--- src/rtl/serial_tx_if.sv ---
// Handshake and serial-link bundle for serial_tx_shifter.
// The producer/bench uses the master modport and the shifter uses the slave modport.
interface serial_tx_if #(
  parameter int WIDTH = 8
);
  logic [WIDTH-1:0] data;
  logic             load_valid;
  logic             load_ready;
  logic             dir;
  logic             hold;
  logic             ser_out;
  logic             ser_en;
  logic             busy;
  logic             done;

  modport master (
    output data, load_valid, dir, hold,
    input  load_ready, ser_out, ser_en, busy, done
  );

  modport slave (
    input  data, load_valid, dir, hold,
    output load_ready, ser_out, ser_en, busy, done
  );
endinterface

--- src/rtl/serial_tx_shifter.sv ---
// Parallel-in, serial-out transmitter: accepts a word on a valid/ready handshake and sends it one bit per cycle.
// Define SERIAL_TX_PARITY_EN to append an even-parity bit after the data bits.
module serial_tx_shifter #(
  parameter int WIDTH = 8
) (
  input logic         clk,
  input logic         rst,
  serial_tx_if.slave  tx
);
  localparam int CW = $clog2(WIDTH + 1);

  typedef enum logic [1:0] {
    ST_IDLE   = 2'd0,
    ST_SHIFT  = 2'd1,
`ifdef SERIAL_TX_PARITY_EN
    ST_DONE   = 2'd2,
    ST_PARITY = 2'd3
`else
    ST_DONE   = 2'd2
`endif
  } state_t;

  state_t           state_r;
  state_t           state_s;
  logic [WIDTH-1:0] sreg_r;
  logic [CW-1:0]    cnt_r;
  logic             dir_r;
`ifdef SERIAL_TX_PARITY_EN
  logic             par_r;
`endif

  logic load_ready_s;
  logic ser_out_s;
  logic ser_en_s;
  logic busy_s;
  logic done_s;
  logic accept_s;
  logic shift_s;

  // The handshake is refused while reset is asserted, even though the state already reads IDLE.
  assign load_ready_s = (state_r == ST_IDLE) && !rst;
  assign accept_s     = tx.load_valid && load_ready_s;
  assign shift_s      = (state_r == ST_SHIFT) && !tx.hold;

  // State register.
  always_ff @(posedge clk or posedge rst) begin
    if (rst) begin
      state_r <= ST_IDLE;
    end else begin
      state_r <= state_s;
    end
  end

  // Next-state and output decode.
  always_comb begin
    state_s   = state_r;
    ser_out_s = 1'b0;
    ser_en_s  = 1'b0;
    busy_s    = 1'b0;
    done_s    = 1'b0;
    case (state_r)
      ST_IDLE: begin
        if (accept_s) begin
          state_s = ST_SHIFT;
        end else begin
          state_s = ST_IDLE;
        end
      end
      ST_SHIFT: begin
        busy_s    = 1'b1;
        ser_en_s  = !tx.hold;
        ser_out_s = dir_r ? sreg_r[0] : sreg_r[WIDTH-1];
        if (shift_s && (cnt_r == CW'(WIDTH - 1))) begin
`ifdef SERIAL_TX_PARITY_EN
          state_s = ST_PARITY;
`else
          state_s = ST_DONE;
`endif
        end else begin
          state_s = ST_SHIFT;
        end
      end
`ifdef SERIAL_TX_PARITY_EN
      ST_PARITY: begin
        busy_s    = 1'b1;
        ser_en_s  = !tx.hold;
        ser_out_s = par_r;
        if (!tx.hold) begin
          state_s = ST_DONE;
        end else begin
          state_s = ST_PARITY;
        end
      end
`endif
      ST_DONE: begin
        done_s  = 1'b1;
        state_s = ST_IDLE;
      end
      default: begin
        state_s = ST_IDLE;
      end
    endcase
  end

  // Word capture on handshake, then zero-filled shifting on every un-held SHIFT edge.
  always_ff @(posedge clk or posedge rst) begin
    if (rst) begin
      sreg_r <= '0;
      cnt_r  <= '0;
      dir_r  <= 1'b0;
`ifdef SERIAL_TX_PARITY_EN
      par_r  <= 1'b0;
`endif
    end else if (accept_s) begin
      sreg_r <= tx.data;
      cnt_r  <= '0;
      dir_r  <= tx.dir;
`ifdef SERIAL_TX_PARITY_EN
      par_r  <= ^tx.data;
`endif
    end else if (shift_s) begin
      sreg_r <= dir_r ? {1'b0, sreg_r[WIDTH-1:1]} : {sreg_r[WIDTH-2:0], 1'b0};
      cnt_r  <= cnt_r + CW'(1);
    end else begin
      sreg_r <= sreg_r;
      cnt_r  <= cnt_r;
    end
  end

  assign tx.load_ready = load_ready_s;
  assign tx.ser_out    = ser_out_s;
  assign tx.ser_en     = ser_en_s;
  assign tx.busy       = busy_s;
  assign tx.done       = done_s;

endmodule

--- src/flat_wrapper.sv ---
// flat-port wrapper written by rule: the top's interface ports become plain ports
module serial_tx_shifter_flat 
#(
  parameter int WIDTH = 8
)
  (clk, rst, tx_data, tx_load_valid, tx_dir, tx_hold, tx_load_ready, tx_ser_out, tx_ser_en, tx_busy, tx_done);
  serial_tx_if #(.WIDTH(WIDTH)) tx_i ();
  input logic clk;
  input logic rst;
  input wire logic [$bits(tx_i.data)-1:0] tx_data;
  input wire logic [$bits(tx_i.load_valid)-1:0] tx_load_valid;
  input wire logic [$bits(tx_i.dir)-1:0] tx_dir;
  input wire logic [$bits(tx_i.hold)-1:0] tx_hold;
  output wire logic [$bits(tx_i.load_ready)-1:0] tx_load_ready;
  output wire logic [$bits(tx_i.ser_out)-1:0] tx_ser_out;
  output wire logic [$bits(tx_i.ser_en)-1:0] tx_ser_en;
  output wire logic [$bits(tx_i.busy)-1:0] tx_busy;
  output wire logic [$bits(tx_i.done)-1:0] tx_done;
  assign tx_i.data = tx_data;
  assign tx_i.load_valid = tx_load_valid;
  assign tx_i.dir = tx_dir;
  assign tx_i.hold = tx_hold;
  assign tx_load_ready = tx_i.load_ready;
  assign tx_ser_out = tx_i.ser_out;
  assign tx_ser_en = tx_i.ser_en;
  assign tx_busy = tx_i.busy;
  assign tx_done = tx_i.done;
  serial_tx_shifter #(.WIDTH(WIDTH)) u_core (.clk(clk), .rst(rst), .tx(tx_i));
endmodule
--- config.mk ---
export PLATFORM = sky130hd
export DESIGN_NAME = serial_tx_shifter_flat
export DESIGN_NICKNAME = d
export VERILOG_FILES = /design/src/rtl/serial_tx_if.sv /design/src/rtl/serial_tx_shifter.sv /design/src/flat_wrapper.sv
export SDC_FILE = /design/constraint.sdc
export NUM_CORES = 1
export LEC_CHECK = 0
export CAP_MARGIN = 20
export CORE_UTILIZATION = 50
export CTS_CLUSTER_DIAMETER = 200
export DETAILED_ROUTE_END_ITERATION = 8
export MAX_ROUTING_LAYER = met4
export PLACE_DENSITY = 0.8
export SETUP_SLACK_MARGIN = 0.15
export SLEW_MARGIN = 10
export SYNTH_ARGS = -nofsm -noshare
export SYNTH_HDL_FRONTEND = slang
export SYNTH_SLANG_ARGS = --single-unit
--- constraint.sdc ---
create_clock -name clk -period 4.2 [get_ports clk]
set_clock_uncertainty 0.15 [all_clocks]
set_input_delay 0.42 -clock clk [delete_from_list [all_inputs] [get_ports clk]]
set_output_delay 0.42 -clock clk [all_outputs]
set_load 0.01 [all_outputs]
Yosys cells after proc, flatten, opt, wreduce, memory -nomap -nowiden. Cells that the tools add are included.

Flip-flop bits (word level): 15. Input port bits: 13. Logic and storage cells: 29.

$add $sub $neg: 1. Equality and inequality tests: 3. Mux-type cells: 13. Reductions and logical operators: 8.

Operators with widths (count): 8-bit 2-to-1 mux (3); 4-bit 2-to-1 mux (2); 1-bit 2-to-1 mux (6); 4-bit by 1-bit adder with 4-bit output (second input constant) (1); 4-bit by 3-bit == test with 1-bit output (second input constant) (1); 1-bit logical AND (4); 2-bit case mux with 2 select lines (1); 2-bit by 1-bit == test with 1-bit output (second input constant) (1); 2-bit == test (second input constant) (1); 1-bit logical NOT (2); 2-bit logical NOT (1); 2-bit 2-to-1 mux (1); 2-bit nonzero test (1).

Logic depth before layout (Yosys ltp). Gate-level depths: netlist (run 1).

Depth after elaboration: 5. Gate-level depth with buffers: 4. Mapped depth without buffers: 4.

Worst setup path before layout (run 1). No wires, ideal clock.

Kind: register to register. Start: register u_core.state_r[1]. End: register u_core.sreg_r[1]. Setup time: 126 ps. Arrival: 1318 ps. Required time: 3924 ps. Path slack: 2606 ps. Stages on the path, launching flop included: 5. Buffers on the path: 0. Cells stage by stage: dfrtp_1 or3b_4 clkinv_2 nor2_2 a221o_1.

Cells in the longest elaborated chain, start to end: 4.

Ends and longest elaborated chain: start: declaration (RTL line serial_tx_shifter.sv:23) `state_t state_r;`; start signal: assignment (RTL line serial_tx_shifter.sv:50) `state_r <= state_s;`; 2-bit logical NOT (RTL line serial_tx_shifter.sv:41) `assign load_ready_s = (state_r == ST_IDLE) && !rst;`; 1-bit logical AND (RTL line serial_tx_shifter.sv:41); 1-bit logical AND (RTL line serial_tx_shifter.sv:42) `assign accept_s = tx.load_valid && load_ready_s;`; 8-bit 2-to-1 mux / 2-bit nonzero test (equally long branches); end signal: assignment (RTL line serial_tx_shifter.sv:115) `sreg_r <= tx.data;`; end signal: assignment (RTL line serial_tx_shifter.sv:122) `sreg_r <= dir_r ? {1'b0, sreg_r[WIDTH-1:1]} : {sreg_r[WIDTH-2:0], 1'b0};`; end signal: assignment (RTL line serial_tx_shifter.sv:125) `sreg_r <= sreg_r;`; end: declaration (RTL line serial_tx_shifter.sv:25) `logic [WIDTH-1:0] sreg_r;`.

Parallel ways exist; a longest one is shown, timed or not. A chain may end at the register's enable or synchronous reset.

Worst setup path in the final report (run 1).
Start: input tx_hold. End: output tx_ser_en.

Cells in the longest elaborated chain, start to end: 2.

Ends and longest elaborated chain: start: declaration (RTL line flat_wrapper.sv:13) `input wire logic [$bits(tx_i.hold)-1:0] tx_hold;`; 1-bit logical NOT (RTL line serial_tx_shifter.sv:71) `ser_en_s = !tx.hold;`; 1-bit 2-to-1 mux (RTL line serial_tx_shifter.sv:61) `case (state_r)`; end: declaration (RTL line flat_wrapper.sv:16) `output wire logic [$bits(tx_i.ser_en)-1:0] tx_ser_en;`.

Every way passes these cells.

==> summary.md, run 1 <==
| Metric | Value |
|---|---|
| Count of maximum capacitance violations | 0 |
| Data arrival time of the critical path | 1.99 ns |
| Worst min-delay path class | reg -> reg |
| Largest cells by area after synthesis | dfrtp_1 (48%), mux2i_1 (12%), a221o_1 (7.7%), nor2_1 (4.8%), nor4b_4 (3.0%) |
| Initial detailed-routing violation count | 18 |
| CP Capture Type | output pin |
| Placed wire-length estimate after detailed placement | 1150 µm |
| Post-detailed-placement cell area | 957 µm² |
| CTS tree | done |
| Fraction of layout instances using a drive strength above 1 | 8.70% |
| Tot Pwr | 0.601 mW |
| Slew of the pin with the lowest slew margin | 0.859 ns |
| Quantity of I/O buffers inserted on ports | 17 |
| Number of clock sinks | 15 |
| Static leakage power | 0.436 nW |
| Detailed-routing iteration count for the pre-antenna-repair pass | 4 |
| RSZ-0062 raised after global routing | no |
| Total die area | 0.00172 mm² |
| Number of endpoints with negative hold slack in the final report | 0 |
| Count of state elements after synthesis | 15 |
| Count of nets left with antenna violations after detail routing | 0 |
| Gate Count Post-Synth | 74 |
| Global-route wire length before repair | 2690 µm |
| VDD IR-drop max | 0.303 mV |
| Power density over cell area | 611 mW/mm² |
| Global router's overall resource usage | 20.2% |
| Post-CTS clock slew at the launch and capture registers of the worst setup and hold paths | 0.08 ns |
| Time the worst path needs with I/O delays and setup | 2.56 ns |
| Crit Path Max Fanout | 13 |
| Skew-Pair Late Insertion Delay | 0.27 ns |
| Final RePlAce weighted congestion | 0.724 |
| Outcome | completed |
| Via count of the routed design | 615 |
| Commonest cells after routing, fill and taps aside | clkdlybuf4s50_1 (17), dfrtp_1 (15), nor2_1 (10) |
| Total number of nets in the final design | 107 |
| Average size of a mapped cell | 10.6 µm² |
| Hold Startpoint | u_core.sreg_r[1] |
| Origin of the critical flop-to-flop path | u_core.state_r[1] |
| Worst reg-to-reg setup slack | 2.17 ns |
| Area delta synth->final | 26.0% |
| Master cell of the clock root buffer | clkbuf_4 |
| Crit path kind | in -> out |
| Synth unique cells | 26 |
| Post-route fraction of the period consumed by the critical path | 61.0% |
| Largest area contributor in the netlist | dfrtp_1 |
| Initial antenna violation count | 0 |
| Cells on Worst Hold Path | 1 |
| Number of global-route vias before repair | 627 |
| Overflow after GRT | 0 |
| Relative slew slack | 42.5% |
| Mapped Nets | 88 |
| Number of clock buffers inserted by TritonCTS | 3 |
| Initial cell density of the core | 56.5% |
| Slew Limit Fails | 0 |
| Ratio of routed vias to standard cells | 5.75 |
| Diodes inserted | 0 |
| Post CTS Setup Buffer Count | 0 |
| Warning count from the yosys run | 0 |
| Setup Total Neg Slack | 0 ns |
| Combined area of all synthesized cells | 781 µm² |
| F_max | 390 MHz |
| Depth of the worst register-to-register path | 3 |
| Most frequent standard cell in the layout excluding fill and tap cells | clkdlybuf4s50_1 |
| Worst reg2reg path endpoint | u_core.sreg_r[3] |
| Setup crit start kind | input port |
| Residual DRC count | 0 |
| Depth of the CTS H-tree | 1 |
| Proportion of netlist area held by the largest area contributor | 48.1% |
| Pin count of the biggest net entering global routing | 18 |
| Max Buffers Root-to-Sink | 2 |
| Endpoint with the worst hold slack | u_core.sreg_r[1] |
| Post-layout instance area | 983 µm² |
| DIE HEIGHT | 41.5 µm |
| Setup-violating endpoint count in the final report | 0 |
| Die width | 41.5 µm |
| FP Rows | 13 |
| Total wire length after detailed routing | 1530 µm |
| Io pins | 18 |
| Required time of the critical path | 3.63 ns |
| Core footprint | 0.00138 mm² |
| Detail-routed net length per standard cell | 14.3 µm |
| Cts repair resizes | 0 |
| CTS hold repair buffers | 0 |
| Post-synthesis sequential area ratio | 48.1% |
-- Yosys cell counts, drive strengths merged --
cell and n:
clkbuf 2, dfrtp 15, o21ai 4, a21oi 3, or2b 1, or3 2, xnor2 1, and2 1
nor2b 1, ha 1, and2b 1, o21bai 1, buf 1, nor3 1, nand2 4, nor2 11
mux2 1, a221o 6, mux2i 9, nand3b 1, inv 3, clkinv 1, or3b 1, nor4b 1
nand3 1
-- worst max-delay path by stage --
| stage | startpoint | endpoint | cells past startpoint |
|---|---|---|---|
| 2_1_floorplan | u_core.state_r[1] | u_core.sreg_r[1] | 4 |
| 3_3_place_gp | tx_hold | tx_ser_en | 4 |
| 3_5_place_dp | tx_hold | tx_ser_en | 4 |
| 4_1_cts | tx_hold | tx_ser_en | 4 |
| 5_1_grt | tx_hold | tx_ser_en | 4 |
| 6_report | tx_hold | tx_ser_en | 4 |
-- cell families after synthesis --
logic type / Yosys count / synth area share (%)
simple gates: 26 / 19.4
mux: 10 / 13.0
xor+xnor: 1 / 1.12
compound gates: 14 / 13.1
fa+ha+maj: 1 / 1.60
buf+inv: 7 / 3.68
flops: 15 / 48.1
-- worst max-delay path, cell delays in order --
cell	delay (ns)
clkdlybuf4s50_1	0.43
or3b_4	0.46
clkinv_2	0.14
clkdlybuf4s50_1	0.54
-- state kept, by name, indices dropped and copies added, names as in the netlist --
name	count
u_core.cnt_r	4
u_core.dir_r	1
u_core.state_r	2
u_core.sreg_r	8
-- per-layer routing --
metal  vias to the layer above  track usage (%)  wire length, µm
met1                       298             25.9              697
met5                         -                -                0
li1                        299                -                -
met3                         2             3.91               54
met2                        16             33.8              768
met4                         0             3.87               10
-- power by group --
| part | switching, mW | total (mW) | internal [mW] |
|---|---|---|---|
| combinational | 0.106 | 0.250 | 0.144 |
| sequential | 0.0701 | 0.273 | 0.203 |
| clock | 0.0420 | 0.0787 | 0.0367 |
| total | 0.218 | 0.601 | 0.383 |
-- layout make-up --
cell class                      count  area [µm²]
Clock buffer                        4        26.3
Inverter                            4        16.3
Fill cell                         108         399
Timing Repair Buffer               17         170
Sequential cell                    15         375
Tap cell                           15        18.8
Multi-Input combinational cell     52         377
-- per-stage QoR --
stage          cells  setup slack (ns)  hold slack, ns  util [%]
2_1_floorplan     74              2.61           0.171         -
3_3_place_gp     103              1.65           0.366      69.2
3_5_place_dp     103              1.63           0.375      69.2
4_1_cts          107              1.62           0.404      71.1
5_1_grt          107              1.56           0.435      71.1
6_report         107              1.64           0.395      71.1
No activity file was read; power rests on OpenSTA's default activity.
==> inputs of run 2 (changes only) <==
--- a/config.mk
+++ b/config.mk
@@ -6,11 +6,11 @@
 export NUM_CORES = 1
 export LEC_CHECK = 0
 export CAP_MARGIN = 20
-export CORE_UTILIZATION = 50
+export CORE_UTILIZATION = 47
 export CTS_CLUSTER_DIAMETER = 200
 export DETAILED_ROUTE_END_ITERATION = 8
 export MAX_ROUTING_LAYER = met4
-export PLACE_DENSITY = 0.8
+export PLACE_DENSITY = 0.76
 export SETUP_SLACK_MARGIN = 0.15
 export SLEW_MARGIN = 10
 export SYNTH_ARGS = -nofsm -noshare
==> constraint.sdc (replaced) <==
create_clock -name clk -period 2.5 [get_ports clk]
set_clock_uncertainty 0.15 [all_clocks]
set_input_delay 0.25 -clock clk [delete_from_list [all_inputs] [get_ports clk]]
set_output_delay 0.25 -clock clk [all_outputs]
set_load 0.01 [all_outputs]
==> summary.md, run 2 (synthesized netlist as in run 1, its figures left out) <==
| Metric | Value |
|---|---|
| Register with the most flip-flops | u_core.sreg_r |
| Depth of the worst register-to-register path | 3 (unchanged) |
| Area of combinational cells with multiple inputs | 377 µm² (unchanged) |
| Worst Setup SP | u_core.state_r[1] |
| Area delta synth->final | 27.1% |
| Die width | 42.8 µm (+3.0%) |
| F_max | 439 MHz |
| Total wire length after detailed routing | 1480 µm (-3.4%) |
| Max reg flops | 8 (unchanged) |
| Power density over cell area | 1020 mW/mm² (+67%) |
| Initial detailed-routing violation count | 8 (-10) |
| Cts repair resizes | 0 (unchanged) |
| Number of non-filler instances in the completed layout | 109 (+1.9%) |
| Quantity of I/O buffers inserted on ports | 17 (unchanged) |
| Origin of the critical flop-to-flop path | u_core.state_r[1] |
| Master cell of the clock root buffer | clkbuf_4 |
| Setup Total Neg Slack | 0 ns (unchanged) |
| Global router's overall resource usage | 18.9% (-1.3 points) |
| CP Capture Type | output pin |
| Register cell area after layout | 375 µm² (unchanged) |
| Number of global-route vias before repair | 592 (-5.6%) |
| Placed wire-length estimate after detailed placement | 1060 µm (-8.2%) |
| Worst reg-to-reg setup slack | 0.70 ns (-1.47 ns) |
| Slew Limit Fails | 0 (unchanged) |
| FP Rows | 14 (+1) |
| Via count of the routed design | 625 (+1.6%) |
| CP Capture Point | tx_ser_en |
| Fraction of layout instances using a drive strength above 1 | 9.68% (+0.98 points) |
| Post-route fraction of the period consumed by the critical path | 91.2% |
| Initial cell density of the core | 51.2% (-5.2 points) |
| Sequential group share of total power | 44.8% (-0.6 points) |
| Data arrival time of the critical path | 1.88 ns (-0.11 ns) |
| Largest registers | u_core.sreg_r x8, u_core.cnt_r x4, u_core.state_r x2 |
| Post-layout instance area | 992 µm² (+0.89%) |
| Required time of the critical path | 2.10 ns (-1.53 ns) |
| Max Buffers Root-to-Sink | 2 (unchanged) |
| Detailed-routing iteration count for the pre-antenna-repair pass | 4 (unchanged) |
| Static leakage power | 0.441 nW (+1.2%) |
| Overflow after GRT | 0 (unchanged) |
| Diodes inserted | 0 (unchanged) |
| Number of clock sinks | 15 (unchanged) |
| Combinational share of power | 41.7% (+0.2 points) |
| Total die area | 0.00183 mm² (+6.1%) |
| DIE HEIGHT | 42.8 µm (+3.0%) |
| Count of maximum capacitance violations | 0 (unchanged) |
| Setup-violating endpoint count in the final report | 0 (unchanged) |
| Detail-routed net length per standard cell | 13.6 µm (-5.2%) |
| Count of nets left with antenna violations after detail routing | 0 (unchanged) |
| Pin count of the biggest net entering global routing | 16 (-2) |
| Net switching power of the design | 0.368 mW (+69%) |
| Number of clock buffers inserted by TritonCTS | 3 (unchanged) |
| Crit Path Max Fanout | 13 (unchanged) |
| Final RePlAce weighted congestion | 0.736 (+1.7%) |
| Crit path kind | reg -> out |
| Outcome | completed |
| Time the worst path needs with I/O delays and setup | 2.28 ns |
| Ratio of routed vias to standard cells | 5.73 (-0.24%) |
| Worst min-delay path class | in -> async |
| Post CTS Setup Buffer Count | 0 (unchanged) |
| Slew of the pin with the lowest slew margin | 0.582 ns (-0.277 ns) |
| Switching fraction of total power | 36.3% (about the same) |
| RSZ-0062 raised after global routing | no |
| Worst reg2reg path endpoint | u_core.sreg_r[2] |
| Most frequent standard cell in the layout excluding fill and tap cells | clkdlybuf4s50_1 |
| Post-detailed-placement cell area | 966 µm² (+0.91%) |
| Depth of the CTS H-tree | 1 (unchanged) |
| Relative slew slack | 61.2% (+19 points) |
| Share of power burned in the clock network | 13.4% (+0.3 points) |
| Residual DRC count | 0 (unchanged) |
| Post-CTS clock slew at the launch and capture registers of the worst setup and hold paths | 0.09 ns (about the same) |
| Io pins | 18 (unchanged) |
| VDD IR-drop max | 0.601 mV (+98%) |
| Setup crit start kind | flop |
| Number of filler cells placed in the layout | 132 (+22%) |
| CTS hold repair buffers | 0 (unchanged) |
| Total number of nets in the final design | 108 (+0.93%) |
| Commonest cells after routing, fill and taps aside | clkdlybuf4s50_1 (17), dfrtp_1 (15), nor2_1 (10) |
| Global-route wire length before repair | 2500 µm (-7.2%) |
| Number of endpoints with negative hold slack in the final report | 0 (unchanged) |
| Power Internal | 0.646 mW (+69%) |
| CTS tree | done |
| Total instance count after detailed placement | 105 (+1.9%) |
| Core footprint | 0.00152 mm² (+10%) |
| Initial antenna violation count | 0 (unchanged) |
| Skew-Pair Late Insertion Delay | 0.27 ns (about the same) |
==> run 2: changes by cell type in the layout (fill, tap and decap cells not counted) <==
cell	previous run	this run
buf_4	0	1
==> run 2: critical path, cell delays in order (launching register included) <==
cell and delay, ns:
dfrtp_1 0.45, or3b_4 0.48, clkinv_2 0.13, clkdlybuf4s50_1 0.54
==> run 2: final cells by class <==
class | count | area share (%)
flip-flops and latches | 15 | 37.8
repair buffers | 18 | 17.9
well taps | 16 | 2.02
clock buffers | 4 | 2.65
inverters | 4 | 1.64
multi-input cells | 52 | 38.0
==> run 2: power by group through the flow <==
stage / Sequential [mW] / Combinational (mW) / Clock (mW)
final: 0.455 / 0.423 / 0.136
after detailed placement: 0.457 / 0.424 / 0
after global placement: 0.453 / 0.414 / 0
after CTS: 0.453 / 0.427 / 0.140
after floorplan: 0.404 / 0.336 / 0
after global routing: 0.469 / 0.471 / 0.149
==> run 2: routing by layer <==
layer | vias to the layer above | routed length [µm] | global-route usage (%)
li1 | 300 | - | -
met4 | 0 | 18 | 9.38
met5 | - | 0 | -
met1 | 307 | 748 | 24.9
met3 | 2 | 62 | 2.55
met2 | 16 | 650 | 28.5
==> run 2: worst min path at each step <==
| stage | start | end | slack [ns] | depth (start not counted) |
|---|---|---|---|---|
| after floorplan | rst | u_core.cnt_r[0] | 0.001 | 1 |
| after global placement | u_core.sreg_r[1] | u_core.sreg_r[1] | 0.37 | 1 |
| after detailed placement | u_core.sreg_r[1] | u_core.sreg_r[1] | 0.37 | 1 |
| after CTS | rst | u_core.sreg_r[5] | 0.31 | 2 |
| after global routing | rst | u_core.sreg_r[6] | 0.38 | 2 |
| final | rst | u_core.cnt_r[2] | 0.29 | 2 |
==> run 2: stage by stage <==
step / hold slack, ns / utilization [%] / total power, mW / setup slack (ns)
after floorplan: 0.00148 / - / 0.741 / 0.906
after global placement: 0.372 / 63.4 / 0.867 / 0.292
after detailed placement: 0.371 / 63.4 / 0.880 / 0.284
after CTS: 0.308 / 65.1 / 1.02 / 0.190
after global routing: 0.377 / 65.1 / 1.09 / 0.158
final: 0.288 / 65.1 / 1.01 / 0.220
